**config.mk**
```make
export PLATFORM = sky130hd
export DESIGN_NAME = fifo_wr_arbiter
export DESIGN_NICKNAME = d
export VERILOG_FILES = /design/src/rtl/fifo_arb_pkg.sv /design/src/rtl/rr_arb_pick.sv /design/src/rtl/fifo_wr_arbiter.sv
export SDC_FILE = /design/constraint.sdc
export NUM_CORES = 1
export LEC_CHECK = 0
export CORE_UTILIZATION = 36
export CTS_BUF_LIST = sky130_fd_sc_hd__clkbuf_8 sky130_fd_sc_hd__clkbuf_16
export CTS_CLUSTER_DIAMETER = 60
export DETAILED_ROUTE_END_ITERATION = 10
export PLACE_DENSITY = 0.82
export RECOVER_POWER = 100
export SKIP_LAST_GASP = 1
export SLEW_MARGIN = 10
export SYNTH_ARGS = -nofsm -noshare
export SYNTH_HDL_FRONTEND = slang
export SYNTH_HIERARCHICAL = 1
export SYNTH_SLANG_ARGS = --single-unit
```
**constraint.sdc**
```tcl
create_clock -name i_clk -period 6.4 [get_ports i_clk]
set_input_delay 1.92 -clock i_clk [delete_from_list [all_inputs] [get_ports i_clk]]
set_output_delay 1.92 -clock i_clk [all_outputs]
set_load 0.01 [all_outputs]
```
**src/rtl/fifo_arb_pkg.sv**
```systemverilog
// Shared types and helpers for the FIFO write arbiter.
// The state enum is used only when FIFO_ARB_BURST_EN is defined.
package fifo_arb_pkg;

    typedef enum logic {
        S_ARB  = 1'b0,
        S_LOCK = 1'b1
    } arb_state_t;

    // Width of a binary requester index, never less than one bit.
    function automatic int id_width(input int n);
        if (n <= 2) return 1;
        return $clog2(n);
    endfunction

endpackage

```
**src/rtl/rr_arb_pick.sv**
```systemverilog
// Combinational rotate-priority pick: the first requester found at ptr,
// ptr+1, ... wrapping past NUM_REQ-1 back to 0 wins.
module rr_arb_pick
    import fifo_arb_pkg::*;
#(
    parameter int NUM_REQ = 4,
    parameter int IDW     = 2
) (
    input  logic [NUM_REQ-1:0] req,
    input  logic [IDW-1:0]     ptr,
    output logic [NUM_REQ-1:0] grant,
    output logic [IDW-1:0]     id,
    output logic               any
);

    int             idx;
    logic [IDW-1:0] idx_b;

    // Walk the requesters in priority order and keep the first hit.
    always_comb begin
        grant = '0;
        id    = '0;
        any   = 1'b0;
        idx   = 0;
        idx_b = '0;
        for (int i = 0; i < NUM_REQ; i++) begin
            idx = int'(ptr) + i;
            if (idx >= NUM_REQ) idx = idx - NUM_REQ;
            idx_b = IDW'(idx);
            if (!any && req[idx_b]) begin
                any          = 1'b1;
                grant[idx_b] = 1'b1;
                id           = idx_b;
            end
        end
    end

endmodule

```
**src/rtl/fifo_wr_arbiter.sv**
```systemverilog
// Round-robin arbiter merging NUM_REQ write streams into one FIFO write port
// through a single registered output stage.
// Optional macro FIFO_ARB_BURST_EN: a winner keeps the grant for up to
// MAX_BURST beats (S_LOCK) before round-robin resumes.
module fifo_wr_arbiter
    import fifo_arb_pkg::*;
#(
    parameter int NUM_REQ    = 4,
    parameter int DATA_WIDTH = 32,
    parameter int MAX_BURST  = 4
) (
    input  logic                          i_clk,
    input  logic                          i_rst_n,
    input  logic [NUM_REQ-1:0]            i_valid_s,
    input  logic [NUM_REQ*DATA_WIDTH-1:0] i_datain,
    output logic [NUM_REQ-1:0]            o_ready_s,
    output logic                          o_valid_m,
    input  logic                          i_ready_m,
    output logic [DATA_WIDTH-1:0]         o_dataout,
    output logic [NUM_REQ-1:0]            o_grant,
    output logic [id_width(NUM_REQ)-1:0]  o_grant_id
);

    localparam int IDW = id_width(NUM_REQ);

    logic [IDW-1:0]        rr_ptr;
    logic [NUM_REQ-1:0]    pick_grant;
    logic [IDW-1:0]        pick_id;
    logic                  pick_any;
    logic [NUM_REQ-1:0]    grant;
    logic [IDW-1:0]        grant_id;
    logic                  can_accept;
    logic                  xfer;
    logic [DATA_WIDTH-1:0] sel_data;

    function automatic logic [IDW-1:0] next_idx(input logic [IDW-1:0] w);
        if (int'(w) >= NUM_REQ - 1) return '0;
        return w + 1'b1;
    endfunction

    rr_arb_pick #(
        .NUM_REQ (NUM_REQ),
        .IDW     (IDW)
    ) u_pick (
        .req   (i_valid_s),
        .ptr   (rr_ptr),
        .grant (pick_grant),
        .id    (pick_id),
        .any   (pick_any)
    );

`ifdef FIFO_ARB_BURST_EN
    localparam int             BCW       = $clog2(MAX_BURST + 1);
    localparam logic [BCW-1:0] LAST_BEAT = BCW'(MAX_BURST - 1);

    arb_state_t     state;
    logic [IDW-1:0] lock_id;
    logic [BCW-1:0] beat_cnt;
    logic           lock_valid;
    logic           stalled;

    assign lock_valid = i_valid_s[lock_id];
    assign stalled    = o_valid_m && !i_ready_m;

    // Grant is pinned to the lock owner in S_LOCK; it is withdrawn (not
    // passed on) while the owner is idle, so nobody else slips in mid-lock.
    always_comb begin
        grant    = '0;
        grant_id = '0;
        if (state == S_LOCK) begin
            if (lock_valid) begin
                grant[lock_id] = 1'b1;
                grant_id       = lock_id;
            end
        end else if (pick_any) begin
            grant    = pick_grant;
            grant_id = pick_id;
        end
    end

    // Arbitration FSM: round-robin pointer, lock owner and beat counter.
    always_ff @(posedge i_clk) begin
        if (!i_rst_n) begin
            state    <= S_ARB;
            rr_ptr   <= '0;
            lock_id  <= '0;
            beat_cnt <= '0;
        end else begin
            case (state)
                S_ARB: begin
                    if (xfer) begin
                        rr_ptr <= next_idx(grant_id);
                        if (MAX_BURST > 1) begin
                            state    <= S_LOCK;
                            lock_id  <= grant_id;
                            beat_cnt <= BCW'(1);
                        end
                    end
                end
                S_LOCK: begin
                    if (xfer) begin
                        if (beat_cnt == LAST_BEAT) begin
                            state    <= S_ARB;
                            rr_ptr   <= next_idx(lock_id);
                            beat_cnt <= '0;
                        end else begin
                            beat_cnt <= beat_cnt + 1'b1;
                        end
                    end else if (!lock_valid && !stalled) begin
                        // Owner went idle with the output free: end the burst early.
                        state    <= S_ARB;
                        rr_ptr   <= next_idx(lock_id);
                        beat_cnt <= '0;
                    end
                end
                default: state <= S_ARB;
            endcase
        end
    end
`else
    // Plain round-robin: grant straight from the pick each cycle.
    always_comb begin
        grant    = '0;
        grant_id = '0;
        if (pick_any) begin
            grant    = pick_grant;
            grant_id = pick_id;
        end
    end

    // Round-robin pointer moves past the winner after each accepted beat.
    always_ff @(posedge i_clk) begin
        if (!i_rst_n) begin
            rr_ptr <= '0;
        end else if (xfer) begin
            rr_ptr <= next_idx(grant_id);
        end
    end
`endif

    assign can_accept = !o_valid_m || i_ready_m;
    assign o_ready_s  = grant & {NUM_REQ{can_accept}};
    assign xfer       = |(i_valid_s & o_ready_s);
    assign o_grant    = grant;
    assign o_grant_id = grant_id;

    // One-hot mux of the granted requester's data slice.
    always_comb begin
        sel_data = '0;
        for (int k = 0; k < NUM_REQ; k++) begin
            if (grant[k]) sel_data = i_datain[k*DATA_WIDTH +: DATA_WIDTH];
        end
    end

    // Output register: load on accept, drain when the FIFO takes the beat,
    // hold everything while stalled.
    always_ff @(posedge i_clk) begin
        if (!i_rst_n) begin
            o_valid_m <= 1'b0;
            o_dataout <= '0;
        end else if (xfer) begin
            o_valid_m <= 1'b1;
            o_dataout <= sel_data;
        end else if (i_ready_m) begin
            o_valid_m <= 1'b0;
        end
    end

endmodule
```
======== Yosys cells after proc, flatten, opt, wreduce, memory -nomap -nowiden ========
Cells that the tools add are included.
storage, ports and cells
  bits in registers ....................... 35
  memory bits (read-only) ................. 0
  output and inout port bits .............. 43
  word-level logic and storage cells ...... 88
  latch bits .............................. 0
  memory bits (writable) .................. 0
  memories kept ........................... 0
operators by class
  $mul .................................... 0
  eq/ne operators ......................... 0
  div/mod/pow operators ................... 0
  reductions and logical operators ........ 14
  shifts and indexed selects .............. 0
  bitwise operators ....................... 5
  mux-type cells .......................... 45
  $lt $le $gt $ge ......................... 13
  add/subtract/negate cells ............... 8
operators by type and width
  cell                 number
  $mux 32              4
  $mux 2               11
  $mux 4               5
  $mux 1               17
  $lt 2x3->1 const B   4
  $or 4x4->4           3
  $ge 3x3->1 const B   3
  $and 4x4->4          2
  $bmux 1 s2           4
  $demux 1 s2          4
  $ge 2x1->1 const B   4
  $sub 2x1->2 const B  4
  $logic_and 1x1->1    7
  $add 2x2->3 const B  2
  $logic_not 1->1      4
  $reduce_or 4->1      1
  $add 2x1->3 const B  1
  $ge 2x3->1 const B   1
  $add 2x1->2 const B  1
  $ge 2x2->1 const B   1
  $reduce_bool 2->1    1
  $logic_or 1x1->1     1

======== Depth between registers and ports, before layout ========
  word-level depth ........................ 21
  gate-level depth with buffers ........... 15
  gate-level depth less buffers ........... 10

======== Cells and area by module ========
The synthesis kept the hierarchy.
modules (own cells, without submodules)
  module           cells each  area an instance (sq um)  times used
  fifo_wr_arbiter  285         2,190.9                   1
  rr_arb_pick      45          419.2                     1

======== Worst setup path before layout ========
No wires, ideal clock.
  kind .................................... input -> output
  start ................................... in i_valid_s[2]
  end ..................................... out o_ready_s[2]
  required time ........................... 4.480 ns
  stages on the path ...................... 8
  setup slack ............................. 0.644 ns
  arrival ................................. 3.836 ns
  cell sequence ........................... mux4_2 > buf_6 > nor4b_4 > a22oi_1 > o21ai_0 > buf_2 > buf_1 > and3_1
between the ends
  longest elaborated chain between the ends .. 14
RTL lines
  what                          RTL line                RTL
  from (decl)                   fifo_wr_arbiter.sv:14   input logic [NUM_REQ-1:0] i_valid_s,
  $bmux 1 s2                    rr_arb_pick.sv:30       if (!any && req[idx_b]) begin
  $mux 1 (not written as such)  rr_arb_pick.sv:30
  $mux 1                        rr_arb_pick.sv:30
  $logic_not 1->1               rr_arb_pick.sv:30
  $logic_and 1x1->1             rr_arb_pick.sv:30
  $mux 1                        rr_arb_pick.sv:30
  $logic_not 1->1               rr_arb_pick.sv:30
  $logic_and 1x1->1             rr_arb_pick.sv:30
  $mux 1                        rr_arb_pick.sv:30
  $logic_not 1->1               rr_arb_pick.sv:30
  $logic_and 1x1->1             rr_arb_pick.sv:30
  $mux 4 (*)                    rr_arb_pick.sv:30
  named net pick_grant[2]       fifo_wr_arbiter.sv:27   logic [NUM_REQ-1:0] pick_grant;
  $mux 4 (*)                    fifo_wr_arbiter.sv:125  if (pick_any) begin
  $and 4x4->4 (*)               fifo_wr_arbiter.sv:142  assign o_ready_s = grant & {NUM_REQ{can_accept}};
  to (decl)                     fifo_wr_arbiter.sv:16   output logic [NUM_REQ-1:0] o_ready_s,
The timed path passes the listed nets; every way through them passes the cells marked *. The select of a mux whose other input is x is not followed.

======== Worst setup path in the final report ========
  start ................................... in i_valid_s[0]
  end ..................................... out o_ready_s[0]
Same word-level chain as after synthesis.

==> impl_metrics.csv <==
group,metric,value,unit
status,status,"complete, no violations",
synth,synth_ff_type,"dfxtp_1",
clock_network,clock-root-buffer,"clkbuf_8",
timing,finalCritPeriodShare,0.986,
setup_path,crit_fanout,6,
clock_network,htreeDepth,2,
finish,fillerInstances,622,
drt,drc,0,
synth,yosysSeqAreaShare,0.268,
timing,fin_crit,6.31,ns
setup_path,critPathKind,"in -> out",
grt,grt_use_met1,0.287,
floorplanning,die_h,87.1,um
drt,wl_per_cell,15.7,um
synth,synth-seq-cells,35,
synth,yosysUniqueCellTypes,39,
timing,rsz0062_at_grt,"no",
grt,busiest_layer,"met2",
synth,ys_warn_count,6,
placed_design,dp_hpwl,7030,um
grt,gr-usage-all-layers,0.246,
floorplanning,coreArea,0.00691,sq mm
finish,nNetsFinal,637,
hold_path,min_path_type,"reg -> reg",
clock_network,cts_buffers,5,
grt,grt_pass1_wl,14900,um
drt,drt_wl_total,9340,um
grt,use_met3,0.0711,
finish,drive_gt1_frac,0.0823,
setup_path,crit_arrival,4.39,ns
floorplanning,dieWidth,87.1,um
timing,drv_slew,0,
floorplanning,fp.dieArea,0.00759,sq mm
clock_network,hold_buffers,0,
setup_path,required,4.48,ns
drt,dr.pass1.iters,4,
timing,setup_viol,0,
floorplanning,initial_utilization,0.378,
clock_network,clk_latency,0.27,ns
placed_design,gp_congestion,0.978,
placed_design,portBuffers,177,
flow_run,maxCapViolCount,0,
finish,area_growth,76.3,%
drt,drtIter0Drc,172,
timing,tightest_slew,1.43,ns
timing,fmaxAchievable,158,MHz
placed_design,placed_area,0.00448,sq mm
synth,synthesis.area,0.00261,sq mm
timing,fin_worst_skew,0.00371,ns
timing,relSlewSlack,0.0473,
drt,viasPerCell,5.51,
clock_network,clk_pin_slew_worst_paths,0.07,ns
synth,synth-edff-count,0,
grt,grt-ovfl-total,0,
drt,final_antenna_net_count,0,
finish,diodes,0,
setup_path,crit_path_end_kind,"output pin",
setup_path,startpoint_type,"input pin",
floorplanning,boundaryPins,178,
grt,met2_usage,0.446,
clock_network,cts_tree,"built",
grt,grt_pass1_vias,3112,
finish,multi_input_area,0.00163,sq mm
pwr,p_leak,1.92,nW
finish,seq_area,701,sq um
synth,synth.avg_cell_area,7.91,sq um
synth,synthCells,330,
timing,hold_viol_final,0,
floorplanning,core.rowCount,30,
grt,grt_max_degree,40,
synth,async_flop_share,0,
finish,final_cell_count_no_fill,594,
pwr,power,1.75,mW
synth,mappedNetlistNets,470,
timing,tns,0,ns
placed_design,dp.cells,585,
clock_network,clock_tree.buffer_depth,2,
grt,grt_antenna_before_repair,0,
finish,postLayoutCellArea,0.00460,sq mm
drt,vias,3270,
pwr,ir_drop,0.000233,V
clock_network,numClockSinks,35,
pwr,p_per_area,381,mW/mm^2
sequential cells by signal (all words and copies together) (netlist names):
register,flops
o_dataout,32
rr_ptr,2
o_valid_m,1
routing by layer:
layer / share of wire / routed length, um
met1: 0.40 / 3710
met2: 0.51 / 4740
met3: 0.079 / 742
met4: 0.015 / 139
met5: 0 / 0
critical path: stages:
cell	delay [ns]
clkdlybuf4s50_1	0.49
mux4_2	0.53
nor4b_4	0.35
buf_4	0.18
a22oi_1	0.05
o21ai_0	0.14
and3_1	0.20
clkdlybuf4s50_1	0.53
timing repair:
item	in CTS	in global routing
buffers inserted	0	1
setup endpoints to repair	0	10
gates resized for setup	0	11
synth_stat cells, types with 2 or more instances:
cell type,n,area share
nand2_1,35,0.050
a22oi_1,9,0.026
a31oi_1,32,0.077
nor2b_1,2,0.0048
clkbuf_1,18,0.026
mux2_2,2,0.0086
a221oi_1,32,0.11
a211o_1,32,0.11
buf_4,4,0.012
buf_2,11,0.021
o21ai_1,10,0.019
and3_1,3,0.0072
inv_1,37,0.053
mux4_1,2,0.020
nand2b_1,3,0.0072
ha_1,5,0.024
and2_1,7,0.017
buf_6,2,0.0086
mux4_2,2,0.017
dfxtp_1,35,0.27
o21ai_0,28,0.054
nor2_1,2,0.0029
path summary, 6_finish.rpt:
kind	to	cells after the start	slack, ns	startpoint
hold reg to reg	o_dataout[3]	2	0.53	o_dataout[3]
setup / recovery	o_ready_s[0]	8	0.09	i_valid_s[0]
setup reg to reg	o_dataout[29]	13	1.69	rr_ptr[0]
hold / removal	o_dataout[3]	2	0.53	o_dataout[3]
metrics by stage:
| stage | hold WS, ns | util | setup slack (ns) |
|---|---|---|---|
| final | 0.528 | 0.666 | 0.0897 |
| after global routing | 0.553 | 0.666 | 0.0157 |
| after CTS | 0.526 | 0.663 | 0.0350 |
| after detailed placement | 0.512 | 0.648 | 0.0313 |
| after global placement | 0.509 | 0.648 | 0.106 |
| after floorplan | 0.534 | - | 0.644 |
layout by cell type, fill, tap and decap left out, types with 2 or more instances in the layout:
| master | synthesis | routed |
|---|---|---|
| clkdlybuf4s50_1 | 0 | 142 |
| inv_1 | 37 | 38 |
| nand2_1 | 35 | 35 |
| dfxtp_1 | 35 | 35 |
| o21ai_0 | 28 | 33 |
| dlygate4sd3_1 | 0 | 33 |
| a221oi_1 | 32 | 32 |
| a211o_1 | 32 | 32 |
| a31oi_1 | 32 | 32 |
| buf_4 | 4 | 16 |
| a22oi_1 | 9 | 9 |
| clkbuf_8 | 0 | 7 |
| and2_1 | 7 | 5 |
| ha_1 | 5 | 5 |
| nand2b_1 | 3 | 3 |
| and3_1 | 3 | 3 |
| o21ai_1 | 10 | 3 |
| mux4_2 | 2 | 3 |
| dlymetal6s2s_1 | 0 | 2 |
| clkbuf_1 | 18 | 2 |
| mux2_2 | 2 | 2 |
| nor2_1 | 2 | 2 |
logic make-up (layout without fill, tap and decap cells):
group | after synthesis | in the layout | synth area share
AND/OR/NAND/NOR | 57 | 57 | 0.108
XOR/XNOR | 1 | 1 | 0.00336
flip-flops | 35 | 35 | 0.268
multiplexers | 7 | 7 | 0.0499
buffers and inverters | 73 | 241 | 0.122
adder cells (fa/ha/maj) | 5 | 5 | 0.0240
AO/OA/AOI/OAI | 152 | 152 | 0.424
where the power goes:
group / internal, mW / switching, mW
Combinational: 0.605 / 0.644
Sequential: 0.291 / 0.0444
Clock: 0.0966 / 0.0745
area by class of cell:
type	instances	share of cell area
clock buffer	7	0.0209
clock inverter	1	0.000816
inverter	37	0.0302
multi-input combinational	222	0.353
sequential	35	0.152
tap	96	0.0261
timing repair buffer	196	0.416
(Power assumes the default switching activity.)
